===== config.mk =====
export PLATFORM = sky130hd
export DESIGN_NAME = prefetch_queue
export DESIGN_NICKNAME = d
export VERILOG_FILES = /design/src/rtl/prefetch_queue.sv
export SDC_FILE = /design/constraint.sdc
export NUM_CORES = 1
export LEC_CHECK = 0
export ABC_AREA = 1
export CAP_MARGIN = 40
export CORE_ASPECT_RATIO = 1.75
export CORE_MARGIN = 3
export CORE_UTILIZATION = 30
export CTS_BUF_LIST = sky130_fd_sc_hd__clkbuf_4 sky130_fd_sc_hd__clkbuf_8
export CTS_CLUSTER_SIZE = 30
export DETAILED_ROUTE_END_ITERATION = 7
export PLACE_DENSITY = 0.5
export SLEW_MARGIN = 0
export SYNTH_ARGS = -nofsm -noshare
export SYNTH_HDL_FRONTEND = slang
export SYNTH_SLANG_ARGS = --single-unit

===== constraint.sdc =====
create_clock -name clk -period 4.8 [get_ports clk]
set_input_delay 0.72 -clock clk [delete_from_list [all_inputs] [get_ports clk]]
set_output_delay 0.72 -clock clk [all_outputs]
set_load 0.1 [all_outputs]

===== src/rtl/prefetch_queue.sv =====
// rtl/prefetch_queue.sv - byte-wide instruction prefetch queue with word fetch, multi-byte consume and flush
module prefetch_queue #(
    parameter int DEPTH = 6
) (
    input  logic        clk,
    input  logic        reset_n,
    input  logic        ce,
    input  logic        flush,
    input  logic [15:0] flush_addr,
    output logic        fetch_req,
    output logic [15:0] fetch_addr,
    input  logic        fetch_ack,
    input  logic [15:0] fetch_data,
    input  logic        consume,
    input  logic [2:0]  consume_len,
    output logic [3:0]  q_len,
    output logic [7:0]  q0,
    output logic [7:0]  q1,
    output logic [7:0]  q2,
    output logic [15:0] ip
);

    localparam logic [3:0] DEPTH_L = 4'(DEPTH);

    logic [7:0]  mem [DEPTH];
    logic [2:0]  rd_ptr;
    logic [2:0]  wr_ptr;
    logic [3:0]  count;
    logic [3:0]  free;
    logic        space_ok;
    logic        xfer;
    logic [3:0]  push_n;
    logic [3:0]  pop_n;

    // Pointer sum stays below 2*DEPTH, so one conditional subtract wraps it.
    function automatic logic [2:0] wrap_add(input logic [2:0] p, input logic [3:0] a);
        logic [3:0] s;
        s = {1'b0, p} + a;
        if (s >= DEPTH_L) s = s - DEPTH_L;
        return s[2:0];
    endfunction

    always_comb begin
        free     = DEPTH_L - count;
        space_ok = fetch_addr[0] ? (free >= 4'd1) : (free >= 4'd2);
        fetch_req = reset_n & ce & ~flush & space_ok;
        xfer     = fetch_req & fetch_ack;
        push_n   = xfer ? (fetch_addr[0] ? 4'd1 : 4'd2) : 4'd0;
        pop_n    = 4'd0;
        if (consume) pop_n = ({1'b0, consume_len} > count) ? count : {1'b0, consume_len};
    end

    always_ff @(posedge clk or negedge reset_n) begin
        if (!reset_n) begin
            rd_ptr     <= '0;
            wr_ptr     <= '0;
            count      <= '0;
            ip         <= '0;
            fetch_addr <= '0;
            for (int i = 0; i < DEPTH; i++) mem[i] <= '0;
        end else if (ce) begin
            if (flush) begin
                rd_ptr     <= '0;
                wr_ptr     <= '0;
                count      <= '0;
                ip         <= flush_addr;
                fetch_addr <= flush_addr;
            end else begin
                rd_ptr <= wrap_add(rd_ptr, pop_n);
                ip     <= ip + 16'(pop_n);
                count  <= count - pop_n + push_n;
                if (xfer) begin
                    wr_ptr     <= wrap_add(wr_ptr, push_n);
                    fetch_addr <= fetch_addr + 16'(push_n);
                    if (fetch_addr[0]) begin
                        mem[wr_ptr] <= fetch_data[15:8];
                    end else begin
                        mem[wr_ptr]                <= fetch_data[7:0];
                        mem[wrap_add(wr_ptr, 4'd1)] <= fetch_data[15:8];
                    end
                end
            end
        end
    end

    always_comb begin
        q_len = count;
        q0 = (count > 4'd0) ? mem[rd_ptr]                  : 8'h00;
        q1 = (count > 4'd1) ? mem[wrap_add(rd_ptr, 4'd1)] : 8'h00;
        q2 = (count > 4'd2) ? mem[wrap_add(rd_ptr, 4'd2)] : 8'h00;
    end

endmodule


# Yosys cells after proc, flatten, opt, wreduce, memory -nomap -nowiden
# Index checks and enable logic that the tools add are counted.
dict set report classes {
  add_sub_neg 15
  order_cmp 18
  muxes 41
  n_bitwise 10
  reduce_logical 5
}
# operator n
set op_table {}
lappend op_table {{$bwmux W48} 3}
lappend op_table {{$mux W8} 11}
lappend op_table {{$bmux W8 S3} 3}
lappend op_table {{$demux W8 S3} 2}
lappend op_table {{$mux W16} 3}
lappend op_table {{$mux W48} 1}
lappend op_table {{$mux W3} 12}
lappend op_table {{$ge A4 B3 Y1 const B} 5}
lappend op_table {{$ge A4 B4 Y1 const B} 5}
lappend op_table {{$not A3 Y4} 5}
lappend op_table {{$add A16 B2 Y16} 1}
lappend op_table {{$add A16 B4 Y16} 1}
lappend op_table {{$sub A3 B3 Y3 const B} 5}
lappend op_table {{$mux W4} 3}
lappend op_table {{$add A3 B1 Y4 const B} 2}
lappend op_table {{$gt A4 B1 Y1 const B} 2}
lappend op_table {{$lt A4 B1 Y1 const B} 2}
lappend op_table {{$add A3 B2 Y4} 1}
lappend op_table {{$add A3 B2 Y4 const B} 1}
lappend op_table {{$add A3 B4 Y4} 1}
lappend op_table {{$add A4 B2 Y4} 1}
lappend op_table {{$and A1 B1 Y1} 4}
lappend op_table {{$ge A4 B1 Y1 const B} 1}
lappend op_table {{$ge A4 B2 Y1 const B} 1}
lappend op_table {{11 further kinds} 13}
dict set report word_totals {
  register_bits 90
  inputBits 41
}

# Longest topological paths before layout
# Gate-level depths: netlist of the first run.
dict set report logic_depth {
  word_depth 15
  depth_mapped 24
}

# Least setup slack after synthesis of the first run
# Ideal clock, no wire load.
dict set report synth_path {
  kind {reg-to-output}
  from {register count[0] (netlist: q_len[0])}
  to {output port q2[6]}
  t_arrival_ps 4234
  slack_ps -154
  stages_incl_launch_ff 6
  path_buffers 0
  cell_sequence {dfrtp_1 -> inv_1 -> ha_1 -> o21ai_1 -> o31ai_1 -> a211oi_1}
}
dict set report synth_via {
  elab_chain_cells 2
}
# item line
set synth_lines {}
lappend synth_lines {{from (decl)} 28} ;# logic [3:0] count;
lappend synth_lines {{from (signal assigned)} 71} ;# count <= count - pop_n + push_n;
lappend synth_lines {{$gt A4 B2 Y1} 90} ;# q2 = (count > 4'd2) ? mem[wrap_add(rd_ptr, 4'd2)] : 8'h00;
lappend synth_lines {{$mux W8} 90}
lappend synth_lines {{to (decl)} 19} ;# output logic [7:0] q2,
# No other way between the ends.

# Final worst setup path of the first run
dict set report layout_path {
  from {input port consume_len[1]}
  to {register ip[14]}
}
dict set report layout_via {
  elab_chain_cells 5
}
# item line
set layout_lines {}
lappend layout_lines {{from (decl)} 15} ;# input logic [2:0] consume_len,
lappend layout_lines {{$gt A3 B4 Y1} 50} ;# if (consume) pop_n = ({1'b0, consume_len} > count) ? count : {1'b0, consume_len};
lappend layout_lines {{$mux W4 (*) (2 in a row)} 50}
lappend layout_lines {{$add A16 B4 Y16 (*)} 70} ;# ip <= ip + 16'(pop_n);
lappend layout_lines {{$mux W16 (*)} 62} ;# if (flush) begin
lappend layout_lines {{to (signal assigned)} 66} ;# ip <= flush_addr;
lappend layout_lines {{to (signal assigned)} 70}
lappend layout_lines {{to (decl)} 20} ;# output logic [15:0] ip
# Mark *: on every way between the ends. The rest lies on a longest branch, timed or not.
# A chain may end at the register's enable or synchronous reset.

==> summary.md, run 1 <==
| Metric | Value |
|---|---|
| Status | `complete, no violations` |
| Fin. Hold Viols | `0` |
| Post-route ant nets | `0` |
| Total track usage | `20.0%` |
| Worst-Skew Late Latency | `380 ps` |
| Post-synthesis async set-or-reset flop share | `100%` |
| Ys Warns | `0` |
| CTS tree | `done` |
| Mapped Cells | `1,052` |
| Layout fillers | `2,500` |
| Final min period | `3890 ps` |
| Largest cells by area after synthesis | `dfrtp_1 (32%), nand2_1 (16%), o21ai_0 (8.6%)` |
| Crit Path Class | `in2reg` |
| Setup Skew | `13.2 ps` |
| Tightest Pin Transition | `767 ps` |
| Yosys reg bits | `90` |
| DRC violation count after routing | `0` |
| Post-Synth Simple-Gate Area | `28.4%` |
| Worst-path fanout max | `5` |
| Synthesis-to-layout area growth | `29.4%` |
| Setup_tns | `0 ps` |
| Number of maximum-capacitance violations | `0` |
| Final RePlAce weighted congestion | `0.902` |
| Largest net degree at the start of global routing | `79` |
| Num CTS Buffers | `9` |
| Share of cells above drive strength 1 | `11.2%` |
| Iter 0 DRT Violations | `311` |
| Synth top area share | `31.6%` |
| Fin. max-slew vios | `0` |
| # port buffers | `101` |
| Hold_buf cts | `0` |
| Placed inst area | `9030 um^2` |
| Vias | `7,223` |
| Placed Instances | `1,469` |
| First-pass GRT wire length | `40.0 mm` |
| Syn Nets | `1,130` |
| Die Wd | `123 um` |
| Sequential share of the synthesized area | `31.6%` |
| Worst-path clk slew | `100 ps` |
| Crit share post-route | `81.1%` |
| Largest area contributor in the netlist | `dfrtp_1` |
| Final Instance Area | `9230 um^2` |
| # clock sinks | `90` |
| Detailed placement HPWL | `20.6 mm` |
| Synth unique cells | `49` |
| Power density over cell area | `620 nW/um^2` |
| Tightest hold margin | `415 ps` |
| XOR/XNOR Fraction of Synth Area | `2.81%` |
| IO Pins | `102` |
| RSZ-0062 raised after global routing | `false` |
| Initial Util | `30.6%` |
| EDFF count, synth | `0` |
| CP Capture Type | `register` |
| WL final | `25.2 mm` |
| Syn avg cell area | `6.78 um^2` |
| Vias per cell | `4.86` |
| Leak | `4.45 nW` |
| Min-delay worst type | `in2async` |
| Final net count | `1,254` |
| Wire per inst | `16.9 um` |
| Final setup vio count | `0` |
| Crit start category | `primary input` |
| Die area | `25,700 um^2` |
| Initial antenna violation count | `0` |
| Height of the die | `210 um` |
| Multi-input logic area | `4200 um^2` |
| Crit path required time | `5120 ps` |
| FF+latch area | `2250 um^2` |
| Layout Utilization | `39.6%` |
| Antenna Cells | `0` |
| Post-synthesis compound-gate area fraction | `20.4%` |
| Row count | `74` |
| DR pass1 iterations | `5` |
| Clock root buffer | `clkbuf_8` |
| Arr. time, crit path | `4210 ps` |
| Core region area | `23,300 um^2` |
| Adder-cell share of the synthesized area | `7.12%` |
| Worst r2r path cells | `24` |
| CTS resizes | `0` |
| Worst IR drop on VDD | `0.455 mV` |
| Mapped Area | `7140 um^2` |
| Main combinational cell family by area after synthesis | `simple AND/OR/NAND/NOR gates` |
| Maximum clock path buffer count | `2` |
| Top FF cell, synth | `dfrtp_1` |
| Post-CTS Setup Inserts | `0` |
| Finished Layout Cells | `1,485` |
| Global route overflow | `0` |
| Vias in the first global route | `7,312` |
| Htree depth | `3` |
| Highest Clock Rate | `257 MHz` |
| Worst slew margin relative to its limit | `48.9%` |
| Mux cell area share after synthesis | `0%` |
==> registers in the layout, summed over array words and instances, names as in the netlist <==
| signal | flops |
|---|---|
| mem | 48 |
| ip | 16 |
| rd_ptr | 3 |
| wr_ptr | 3 |
| q_len | 4 |
| fetch_addr | 16 |
==> Yosys cell counts, types with 2 or more instances <==
library cell  number
a211oi_1           2
a21o_1             2
a21oi_1           48
a21oi_4            2
a31oi_1           12
buf_2              4
buf_4              2
buf_6              3
clkbuf_1          25
clkinv_4           2
dfrtp_1           90
fa_1               6
ha_1              31
inv_1            128
inv_2              6
nand2_1          302
nand2_2            9
nand2_4            6
nand3_1           62
nand3_2            2
nand3b_1           3
nand4_1            9
nor2_1            60
nor2_2             4
nor2_4             2
nor3_1            12
o211ai_1           8
o21ai_0          123
o21ai_1            7
o21ai_2            2
o221ai_1           6
o22ai_1           40
o31ai_1            2
xnor2_1            6
xor2_1            10
==> final timing paths <==
path	startpoint	to	slack (ps)
worst max register to register	q_len[1]	ip[14]	930
worst max-delay path	consume_len[1]	ip[14]	910
min in group clk	mem[3]	mem[3]	490
worst min register to register	mem[3]	mem[3]	490
worst min-delay path	reset_n	mem[1]	410
max in group asynchronous	reset_n	rd_ptr[0]	3200
==> stage by stage <==
step	setup WS, ps	power, mW
after floorplan	72.8	4.06
after global placement	614	4.95
after detailed placement	503	5.21
after CTS	852	5.78
after global routing	467	6.09
final	908	5.72
==> layout make-up <==
type / count / share of cell area, %
Multi-Input combinational cell: 790 / 45.5
Sequential cell: 90 / 24.4
Timing Repair Buffer: 148 / 18.1
Inverter: 137 / 5.68
Tap cell: 304 / 4.12
Clock buffer: 9 / 1.34
Clock inverter: 7 / 0.827
==> worst max-delay path, stage by stage <==
cell and delay, ps:
clkdlybuf4s50_1 430, ha_1 320, inv_1 60, o21bai_1 60, a21oi_1 130, nor2_1 50, nand2_1 140, o21ai_0 90
a21oi_1 290, ha_1 240, inv_1 60, fa_1 350, inv_1 90, nand3_1 70, nand2_1 90, nand2_1 70
nor2_1 160, nand3_1 130, nor2_1 170, nand2_1 110, nor2_1 130, xor2_1 150, nand2_1 70, nand3_1 70
==> cells by family (layout without fill, tap and decap cells) <==
logic type / after synthesis / after routing
AO/OA/AOI/OAI: 258 / 258
flip-flops: 90 / 90
adder cells (fa/ha/maj): 37 / 37
AND/OR/NAND/NOR: 475 / 475
other: 1 / 1
buffers and inverters: 172 / 301
XOR/XNOR: 19 / 19
==> routing by layer <==
metal	part of all wire [%]	routed length, um	global-route usage, %	up-vias
met1	37	9360	21.5	3305
met4	4.0	997	8.47	0
met5	0	0	0	-
li1	-	-	-	3725
met3	4.1	1030	3.14	39
met2	55	13800	38.0	154
==> power breakdown <==
group          leakage, nW  switching, mW  internal, mW
logic                 3.23           3.02          1.10
registers             1.12          0.163         0.890
clock network       0.0962          0.308         0.244
total                 4.45           3.49          2.23
==> layout by cell type, fill, tap and decap left out, types with 3 or more instances in the layout <==
cell type | Yosys | layout
xnor2_1 | 6 | 6
a31oi_1 | 12 | 12
a21oi_1 | 48 | 48
dfrtp_1 | 90 | 89
nor3_1 | 12 | 12
o21ai_1 | 7 | 7
nand2_4 | 6 | 6
buf_8 | 0 | 29
inv_1 | 128 | 128
ha_1 | 31 | 31
fa_1 | 6 | 6
nand2_1 | 302 | 302
o211ai_1 | 8 | 8
o21ai_0 | 123 | 123
nor2_2 | 4 | 4
clkdlybuf4s50_1 | 0 | 75
buf_16 | 0 | 7
buf_4 | 2 | 36
nand4_1 | 9 | 9
nand3b_1 | 3 | 3
o221ai_1 | 6 | 6
nor2_1 | 60 | 60
clkbuf_8 | 0 | 9
clkinv_4 | 2 | 3
nand2_2 | 9 | 9
nand3_1 | 62 | 62
o22ai_1 | 40 | 40
inv_2 | 6 | 6
xor2_1 | 10 | 10
No activity file was read; power rests on OpenSTA's default activity.
==> run 2: changes to the inputs <==
- clock period: 4.8 -> 3.8 ns (I/O delays scaled with it)
==> run 2 against run 1 <==
Against the previous run:
- cell count increased by 1.3%
- critical path depth decreased by 14
- critical path type is now reg2out
- via count is 2.4% higher
- design area grew 5.6%
- first-iteration DRC count rose by 45%
- register-to-register slack lost 500 ps
- sequential cell count unchanged
- clock power is 16% higher
- sequential share of layout area fell by 1.2 points
- wire length rose by 1.4%
==> summary.md, run 2 (same netlist as run 1, synthesis figures left out) <==
| Metric | Value |
|---|---|
| Cell internal pwr | `3.42 mW` |
| Leak | `4.64 nW` |
| Worst slew margin relative to its limit | `52.5%` |
| Final setup vio count | `0` |
| Post-route ant nets | `0` |
| Hold_buf cts | `0` |
| WL final | `25.5 mm` |
| Wire per inst | `16.9 um` |
| Htree depth | `3` |
| First-pass GRT wire length | `40.5 mm` |
| Max reg flops | `48` |
| Core region area | `23,300 um^2` |
| Share of cells above drive strength 1 | `14.4%` |
| Vias in the first global route | `7,463` |
| Logic pwr share | `75.5%` |
| Status | `complete, no violations` |
| Crit start category | `register` |
| Height of the die | `210 um` |
| Detailed placement HPWL | `20.6 mm` |
| Global route overflow | `0` |
| Largest regs | `mem: 48 flops, fetch_addr: 16 flops, ip: 16 flops` |
| Total power | `8.02 mW` |
| Buf+Inv Stages, Crit Path | `2` |
| CP Capture Type | `primary output` |
| Reg with most FFs | `mem` |
| Die area | `25,700 um^2` |
| IO Pins | `102` |
| Worst-path fanout max | `17` |
| Num CTS Buffers | `9` |
| Setup WS pre-CTS | `-98.4 ps` |
| Crit share post-route | `91.5%` |
| Row count | `74` |
| Highest Clock Rate | `288 MHz` |
| Total track usage | `20.4%` |
| Min-delay worst type | `in2async` |
| Setup Skew | `14.6 ps` |
| Slowest CP cell | `dfrtp_1` |
| Layout Utilization | `41.8%` |
| Synthesis-to-layout area growth | `36.6%` |
| Iter 0 DRT Violations | `450` |
| Final min period | `3480 ps` |
| Leading cell type in the layout, fill and taps excluded | `nand2_1` |
| Largest net degree at the start of global routing | `79` |
| CP max stage delay | `450 ps` |
| # port buffers | `101` |
| # clock sinks | `90` |
| Critical path, cell by cell | `ha_1, xor2_2, a31oi_1, or2_1, nand2_4, inv_1, nand2_1, a21oi_1, nor3_1, buf_12` |
| Final net count | `1,274` |
| Switching share of power | `57.4%` |
| Tightest Pin Transition | `708 ps` |
| Crit Path Class | `reg2out` |
| Clk pwr share | `8.0%` |
| Clock root buffer | `clkbuf_8` |
| DRC violation count after routing | `0` |
| Worst-path clk slew | `90 ps` |
| Final RePlAce weighted congestion | `0.947` |
| Psw | `4.61 mW` |
| Power density over cell area | `823 nW/um^2` |
| Antenna Cells | `0` |
| Setup ws final | `324 ps` |
| Crit path required time | `3230 ps` |
| RSZ-0062 raised after global routing | `false` |
| Maximum clock path buffer count | `2` |
| Top Family by Delay on Critical Path | `simple AND/OR/NAND/NOR gates` |
| Worst-Skew Late Latency | `400 ps` |
| Vias | `7,398` |
| CTS tree | `done` |
| Initial Util | `30.6%` |
| Vias per cell | `4.92` |
| Arr. time, crit path | `2910 ps` |
| Worst IR drop on VDD | `0.463 mV` |
| Initial antenna violation count | `0` |
| Number of maximum-capacitance violations | `0` |
| Fin. Hold Viols | `0` |
| Fin. max-slew vios | `0` |
| Reg power frac | `16.6%` |
| DR pass1 iterations | `5` |
| Die Wd | `123 um` |
| Most frequent cells in the layout | `nand2_1 (301), inv_1 (124), o21ai_0 (123)` |
==> run 2: path summary, 6_finish.rpt <==
path | start | end | slack [ps] | cells after the start
setup / recovery | rd_ptr[1] | q1[7] | 320 | 10
hold / removal | reset_n | mem[0] | 340 | 2
setup reg to reg | q_len[1] | ip[14] | 430 | 24
hold reg to reg | mem[6] | mem[6] | 490 | 2
max in group asynchronous | reset_n | q_len[0] | 2330 | 3
min in group clk | mem[6] | mem[6] | 490 | 2
==> run 2: cell type report <==
class,instances,area [um^2]
Inverter,137,529
Fill cell,2428,13600
Sequential cell,90,2260
Multi-Input combinational cell,790,4260
Timing Repair Buffer,168,2140
Clock inverter,6,42.5
Tap cell,304,380
Clock buffer,10,131
==> run 2: power by group through the flow <==
stage | Combinational [mW] | Clock (mW) | Sequential, mW
floorplan | 3.33 | 0 | 1.86
global placement | 5.73 | 0 | 1.36
detailed placement | 6.07 | 0 | 1.36
CTS | 6.08 | 0.663 | 1.34
global route | 6.45 | 0.693 | 1.36
finish | 6.06 | 0.638 | 1.33
==> run 2: per-stage QoR <==
| stage | hold slack, ps | cells | cell area (um^2) | setup TNS [ps] |
|---|---|---|---|---|
| 2_1_floorplan | 274 | 1052 | 7210 | -1550 |
| 3_3_place_gp | 473 | 1452 | 8900 | -19.3 |
| 3_5_place_dp | 472 | 1488 | 9560 | -155 |
| 4_1_cts | 375 | 1504 | 9730 | 0 |
| 5_1_grt | 384 | 1505 | 9750 | 0 |
| 6_report | 339 | 1505 | 9750 | 0 |
==> run 2: what timing repair did <==
action,in CTS,in global routing
resized for setup,0,3
endpoints found under the setup margin,0,2
setup buffers,0,1
==> run 2: per-layer routing <==
| layer | global-route usage, % | vias up | routed length, um |
|---|---|---|---|
| met4 | 9.36 | 0 | 1180 |
| met1 | 21.9 | 3370 | 9570 |
| li1 | - | 3769 | - |
| met2 | 38.1 | 206 | 13700 |
| met3 | 3.49 | 53 | 1010 |
| met5 | 0 | - | 0 |
